$ cat src/rtl/lock_sequencer.sv
// Keypad lock controller: button edge detection, password compare, failed-attempt
// counting with lockout, tick-driven timeouts and password reprogramming.
module lock_sequencer #(
  parameter logic [6:0]  DEFAULT_PW    = 7'h2A,
  parameter int unsigned MAX_FAILS     = 3,
  parameter int unsigned INPUT_TICKS   = 16,
  parameter int unsigned OPEN_TICKS    = 32,
  parameter int unsigned LOCKOUT_TICKS = 64
) (
  input  logic       clk,
  input  logic       rst,
  input  logic       tick,
  input  logic [6:0] code_in,
  input  logic       check_btn,
  input  logic       set_btn,
  output logic [2:0] state,
  output logic       unlocked,
  output logic       alarm,
  output logic       locked_out,
  output logic [2:0] fail_count,
  output logic       pw_updated
);

  localparam logic [2:0] S_IDLE    = 3'b000;
  localparam logic [2:0] S_SET     = 3'b001;
  localparam logic [2:0] S_OPENED  = 3'b010;
  localparam logic [2:0] S_ALARM   = 3'b011;
  localparam logic [2:0] S_INPUT   = 3'b100;
  localparam logic [2:0] S_LOCKOUT = 3'b101;

  localparam logic [7:0] INPUT_LOAD   = 8'(INPUT_TICKS);
  localparam logic [7:0] OPEN_LOAD    = 8'(OPEN_TICKS);
  localparam logic [7:0] LOCKOUT_LOAD = 8'(LOCKOUT_TICKS);
  localparam logic [2:0] FAIL_LIMIT   = 3'(MAX_FAILS);

  logic [2:0] state_q, state_d;
  logic [6:0] pw_q, pw_d;
  logic [2:0] fail_q, fail_d;
  logic [7:0] timer_q, timer_d;
  logic       pw_upd_q, pw_upd_d;
  logic       check_lvl_q, set_lvl_q;

  logic       check_press, set_press, timed, timeout;
  logic [2:0] fail_inc;

  // A simultaneous check press masks the set press.
  assign check_press = check_btn & ~check_lvl_q;
  assign set_press   = set_btn & ~set_lvl_q & ~check_press;
  assign timed       = (state_q == S_INPUT) || (state_q == S_SET) ||
                       (state_q == S_OPENED) || (state_q == S_LOCKOUT);
  assign timeout     = timed & tick & (timer_q == 8'd1);
  assign fail_inc    = (fail_q == 3'd7) ? 3'd7 : fail_q + 3'd1;

  always_comb begin
    state_d  = state_q;
    pw_d     = pw_q;
    fail_d   = fail_q;
    pw_upd_d = 1'b0;
    timer_d  = (timed && tick && (timer_q > 8'd1)) ? timer_q - 8'd1 : timer_q;

    case (state_q)
      S_IDLE: begin
        if (check_press) begin
          state_d = S_INPUT;
          timer_d = INPUT_LOAD;
        end
      end
      S_INPUT: begin
        if (check_press) begin
          if (code_in == pw_q) begin
            state_d = S_OPENED;
            fail_d  = 3'd0;
            timer_d = OPEN_LOAD;
          end else begin
            fail_d = fail_inc;
            if (fail_inc == FAIL_LIMIT) begin
              state_d = S_LOCKOUT;
              timer_d = LOCKOUT_LOAD;
            end else begin
              state_d = S_ALARM;
            end
          end
        end else if (timeout) begin
          state_d = S_IDLE;
        end
      end
      S_OPENED: begin
        if (check_press) begin
          state_d = S_IDLE;
        end else if (set_press) begin
          state_d = S_SET;
          timer_d = INPUT_LOAD;
        end else if (timeout) begin
          state_d = S_IDLE;
        end
      end
      S_SET: begin
        if (check_press) begin
          pw_d     = code_in;
          pw_upd_d = 1'b1;
          state_d  = S_IDLE;
        end else if (timeout) begin
          state_d = S_IDLE;
        end
      end
      S_ALARM: begin
        if (check_press) state_d = S_IDLE;
      end
      S_LOCKOUT: begin
        if (timeout) begin
          state_d = S_IDLE;
          fail_d  = 3'd0;
        end
      end
      default: state_d = S_IDLE;
    endcase
  end

  // Button level registers load during reset so a held button is not a press.
  always_ff @(posedge clk) begin
    check_lvl_q <= check_btn;
    set_lvl_q   <= set_btn;
    if (rst) begin
      state_q  <= S_IDLE;
      pw_q     <= DEFAULT_PW;
      fail_q   <= 3'd0;
      timer_q  <= 8'd0;
      pw_upd_q <= 1'b0;
    end else begin
      state_q  <= state_d;
      pw_q     <= pw_d;
      fail_q   <= fail_d;
      timer_q  <= timer_d;
      pw_upd_q <= pw_upd_d;
    end
  end

  assign state      = state_q;
  assign unlocked   = (state_q == S_OPENED);
  assign alarm      = (state_q == S_ALARM) || (state_q == S_LOCKOUT);
  assign locked_out = (state_q == S_LOCKOUT);
  assign fail_count = fail_q;
  assign pw_updated = pw_upd_q;

endmodule

$ cat config.mk
export PLATFORM = sky130hd
export DESIGN_NAME = lock_sequencer
export DESIGN_NICKNAME = d
export VERILOG_FILES = /design/src/rtl/lock_sequencer.sv
export SDC_FILE = /design/constraint.sdc
export NUM_CORES = 1
export LEC_CHECK = 0
export CAP_MARGIN = 20
export CORE_UTILIZATION = 30
export CTS_CLUSTER_DIAMETER = 60
export DETAILED_ROUTE_END_ITERATION = 10
export DONT_BUFFER_PORTS = 1
export PLACE_DENSITY = 0.41
export SYNTH_ARGS = -nofsm -noshare
export SYNTH_HDL_FRONTEND = slang
export SYNTH_SLANG_ARGS = --single-unit
$ cat constraint.sdc
create_clock -name clk -period 2.1 [get_ports clk]
set_input_delay 0.63 -clock clk [delete_from_list [all_inputs] [get_ports clk]]
set_output_delay 0.63 -clock clk [all_outputs]
set_load 0.03 [all_outputs]
==> results of run 1 <==
## worst max path at each step
| stage | start | endpoint | slack [ns] | cells past startpoint |
|---|---|---|---|---|
| floorplan | state[1] | timer_q[4] | 0.02 | 6 |
| global placement | code_in[4] | timer_q[7] | 0.07 | 6 |
| detailed placement | code_in[4] | timer_q[3] | 0.01 | 6 |
| CTS | state[0] | locked_out | 0.04 | 2 |
| global route | state[1] | locked_out | 0.09 | 3 |
| finish | state[1] | locked_out | 0.17 | 3 |
## cell families after synthesis
kind of cell    Yosys count  share of synthesized area [%]
buf+inv                  10                           3.38
fa+ha+maj                 3                           2.67
flops                    24                           34.2
xor+xnor                 11                           6.86
mux                       3                           2.14
simple gates             79                           31.6
compound gates           35                           19.1
## report_power, final
group | switching [W] | leakage (nW) | total [W] | internal [W]
clock network | 0.000158 | 0.0357 | 0.000413 | 0.000255
registers | 0.0000134 | 0.195 | 0.000482 | 0.000468
logic | 0.000118 | 0.360 | 0.000199 | 0.0000813
## critical path, cell delays in order (launching register included)
cell and delay (ns):
dfxtp_1 0.36, buf_4 0.19, inv_1 0.10, and3_1 0.38
## flip-flops by register name, summed over array words and instances (netlist names)
name / count
state: 3
pw_q: 7
fail_count: 3
set_lvl_q: 1
check_lvl_q: 1
pw_updated: 1
timer_q: 8
## layout make-up
cell class | instances | area [µm²]
clock buffers | 3 | 41.3
clock inverters | 1 | 30.0
fillers | 465 | 2770
inverters | 5 | 18.8
multi-input cells | 131 | 877
flip-flops and latches | 24 | 482
well taps | 52 | 65.1
repair buffers | 17 | 128
## cells in the final DEF, fill, tap and decap left out, drive strengths merged, types with 3 or more instances in the layout
cell type  instances
nor2              18
xnor2              6
clkbuf             3
buf               17
a21oi              9
nand2             16
ha                 3
nor3               6
o21ai              8
inv                5
nand2b             3
o21a               4
xor2               5
and3               4
nor2b              4
nor4               6
a221oi             3
mux2i              3
dfxtp             24
nand3             16
## metrics by stage
step | instance area (µm²) | cells | worst slack, ns | util [%] | hold slack [ns]
final | 1640 | 233 | 0.172 | 37.2 | 0.381
after global placement | 1570 | 229 | 0.0693 | 35.5 | 0.450
after floorplan | 1410 | 165 | 0.0182 | - | 0.448
after global routing | 1640 | 233 | 0.0938 | 37.2 | 0.360
after detailed placement | 1570 | 229 | 0.0106 | 35.5 | 0.460
after CTS | 1640 | 233 | 0.0432 | 37.2 | 0.370
## routing by layer
| metal | global-route usage, % | share of wire, % |
|---|---|---|
| met1 | 20.0 | 46 |
| met2 | 23.8 | 46 |
| met3 | 3.61 | 6.9 |
| met4 | 3.56 | 0.84 |
| met5 | 0 | 0 |
==> results.yml, run 1 <==
synthesis:
  yosys-top-cells-area: "dfxtp_1 (34%), nand3_1 (5.3%), nand2_1 (4.3%)"
  synth_seq_cells: 24
  yosys.area.top_type: "dfxtp_1"
  syn_inst: 165
  ys_warn_count: 0
  synth_edf_count: 0
  yosysTopAreaCellShare_pct: 34.2
  ys_seq_area_share_pct: 34.2
  synth_most_common_cell: "dfxtp_1"
  synth_ff_type: "dfxtp_1"
  syn_nets: 180
  synth.distinct_cells: 42
  synthTopCellsByCount: "dfxtp_1 (24), nand2_1 (16), nor2_1 (16), nand3_1 (15), a21oi_1 (9)"
  synth.avg_cell_area_um2: 8.52
  synth.cell_area_mm2: 0.00141
  async_reset_ff_share_pct: 0
sta:
  worst_pin_slew_ns: 0.401
  finalClockSkew_ns: 0.00486
  slew_viol_final: 0
  rsz0062_at_grt: "no"
  hold_violations: 0
  fmax_ghz: 0.519
  setup_viol: 0
  min_period_ns: 1.93
  fin_tns_setup_ns: 0
  period_share_pct: 91.8
  max_slew_margin_pct: 73.3
critical_path:
  r2r_cells: 7
  reg2reg_to: "timer_q[4]"
  cp_max_fo: 10
  worst_r2r_startpoint: "timer_q[2]"
  r2r_slack_ns: 0.31
  crit_arrival_ns: 1.30
  path_class: "reg2out"
  start_kind: "register"
  endpoint_kind: "output pin"
  required_ns: 1.47
grt:
  grt_use_total_pct: 14.9
  antenna_found_initial: 0
  grt_start_max_net_pins: 15
  grt_pass1_vias: 1262
  grt.overflow.total: 0
  grt_pass1_wl_um: 5870
route:
  postRouteAntennaNets: 0
  drc: 0
  drt-total-wl_um: 3440
  viasPerCell: 5.51
  wire_per_inst_um: 14.7
  initialDrtViolationCount: 54
  dr.pass1.iters: 4
  via_count: 1284
min_path:
  min_to: "set_lvl_q"
  hp-start: "set_btn"
  hold_path_depth: 0
  hold_class: "in2reg"
floorplan:
  die_area_mm2: 0.00496
  coreArea_mm2: 0.00441
  row_count: 24
  start_util_pct: 31.8
  ios: 22
  fp.dieW_um: 70.4
  fp.dieH_um: 70.4
place:
  io_buffers: 0
  gp_congestion: 0.817
  post-dp-hpwl_um: 2650
cts:
  numCtsBuffers: 3
  cts_hold_buf: 0
  cts.htree.levels: 1
  postCtsSetupRepairBufs: 0
  path_clk_slew_ns: 0.09
  clock_path_buffers: 2
  cts_root_buf: "clkbuf_8"
  insertion_delay_ns: 0.27
  cts_tree: "done"
  clkSinkCount: 24
  ctsResizeCount: 0
job:
  drv_cap: 0
layout:
  drive_gt1_share_pct: 19.3
  antenna_cells: 0
  synthToLayoutAreaGrowth_pct: 16.8
  num-nets-final: 197
power:
  fin_total_pwr_w: 0.00109
  p_leak_nw: 0.591
  powerDensity_mw_per_mm2: 666
  vdd_drop_max_uv: 271
outcome:
  status: "finished clean"
Note: power is estimated with default switching activity, not from simulation.
==> run 2: changes to the inputs <==
--- a/config.mk
+++ b/config.mk
@@ -12,4 +12,5 @@
 export DONT_BUFFER_PORTS = 1
 export PLACE_DENSITY = 0.41
+export SKIP_CTS_REPAIR_TIMING = 1
 export SYNTH_ARGS = -nofsm -noshare
 export SYNTH_HDL_FRONTEND = slang
==> constraint.sdc (replaced) <==
create_clock -name clk -period 2.1 [get_ports clk]
set_input_delay 0.63 -clock clk [delete_from_list [all_inputs] [get_ports clk]]
set_output_delay 0.63 -clock clk [all_outputs]
set_load 0.01 [all_outputs]
==> run 2 against run 1 <==
- clock-buffer cell count is the same
- routed wire length is 2.3% lower
- sequential power is essentially flat
==> results.yml, run 2 (same netlist as run 1, synthesis figures left out) <==
outcome:
  status: "finished clean"
critical_path:
  start_kind: "register"
  cp_max_fo: 11
  required_ns: 1.47
  endpoint_kind: "output pin"
  path_class: "reg2out"
  crit_arrival_ns: 1.34
min_path:
  hold_class: "in2reg"
sta:
  fmax_ghz: 0.507
  worst_pin_slew_ns: 0.432
  max_slew_margin_pct: 71.0
  min_period_ns: 1.97
  hold_violations: 0
  whs_ns: 0.368
  slew_viol_final: 0
  rsz0062_at_grt: "no"
  finalClockSkew_ns: 0.00697
  period_share_pct: 93.9
  fin_tns_setup_ns: 0
  setup_viol: 0
grt:
  grt_use_total_pct: 14.8
  grt.overflow.total: 0
  grt_pass1_vias: 1259
  grt_start_max_net_pins: 15
  grt_pass1_wl_um: 5860
  antenna_found_initial: 0
route:
  maxUsedRoutingLayer: "met4"
  initialDrtViolationCount: 24
  dr.pass1.iters: 4
  dr_wl_met2_um: 1570
  viasPerCell: 5.43
  m1WireLength_um: 1520
  drc: 0
  via_count: 1228
  postRouteAntennaNets: 0
  met3_wirelength_um: 212
  drt-total-wl_um: 3360
  wire_per_inst_um: 14.8
power:
  p_leak_nw: 0.555
  powerDensity_mw_per_mm2: 681
  vdd_drop_max_uv: 263
floorplan:
  die_area_mm2: 0.00496
  start_util_pct: 31.8
  coreArea_mm2: 0.00441
  fp.dieW_um: 70.4
  ios: 22
  row_count: 24
  fp.dieH_um: 70.4
layout:
  final_core_util_pct: 36.0
  synthToLayoutAreaGrowth_pct: 13.0
  fillers: 454
  drive_gt1_share_pct: 15.5
  num-nets-final: 190
  postLayoutCellArea_mm2: 0.00159
  largest_reg_flops: 8
  antenna_cells: 0
  largestRegisters: "timer_q (8), pw_q (7)"
  largest_register: "timer_q"
  final_common_cell: "dfxtp_1"
  final_cell_mix: "dfxtp_1 (24), nor2_1 (16), nand2_1 (16)"
job:
  drv_cap: 0
cts:
  cts_root_buf: "clkbuf_8"
  cts.htree.levels: 1
  clkSinkCount: 24
  cts_tree: "done"
  clock_path_buffers: 2
  insertion_delay_ns: 0.28
  numCtsBuffers: 3
  path_clk_slew_ns: 0.10
place:
  dpl-instance-area_mm2: 0.00152
  io_buffers: 0
  gp_congestion: 0.783
  post-dp-hpwl_um: 2550
[run 2: cell types whose count changed in the layout (fill, tap and decap cells not counted), sizes merged]
cell  before  now
buf       17   10
[run 2: metrics by stage]
step | instances | setup WS, ns | total power [W]
2_1_floorplan | 165 | 0.205 | 0.000632
5_1_grt | 226 | 0.0409 | 0.00113
3_3_place_gp | 222 | 0.0692 | 0.000670
4_1_cts | 226 | 0.115 | 0.00109
6_report | 226 | 0.129 | 0.00108
3_5_place_dp | 222 | 0.0436 | 0.000667
[run 2: path summary, 6_finish.rpt]
check                   from     endpoint  slack [ns]  cells past startpoint
setup / recovery    state[2]        alarm        0.13                      3
hold / removal     check_btn  check_lvl_q        0.37                      0
setup reg to reg  timer_q[2]     state[2]        0.24                      6
hold reg to reg      pw_q[4]      pw_q[4]        0.47                      2
[run 2: area by class of cell]
type | count | area (µm²) | share of cell area (%)
Clock buffer | 3 | 41.3 | 2.60
Clock inverter | 1 | 30.0 | 1.89
Inverter | 5 | 18.8 | 1.18
Multi-Input combinational cell | 131 | 877 | 55.2
Sequential cell | 24 | 480 | 30.3
Tap cell | 52 | 65.1 | 4.10
Timing Repair Buffer | 10 | 75.1 | 4.73
[run 2: routing by layer]
layer  vias up  global-route usage (%)
li1        607                       -
met1       571                    19.8
met2        42                    23.6
met3         8                    3.32
met4         0                    4.67
met5         -                       0
[run 2: power by group]
group / leakage, nW / internal (W) / switching [W]
sequential: 0.195 / 0.000468 / 0.0000168
clock: 0.0357 / 0.000255 / 0.000167
combinational: 0.324 / 0.0000699 / 0.000104
total: 0.555 / 0.000793 / 0.000288
[run 2: critical path, stage by stage, from the launching register on]
cell,delay (ns)
dfxtp_1,0.59
buf_4,0.21
xnor2_1,0.07
nor2_1,0.19
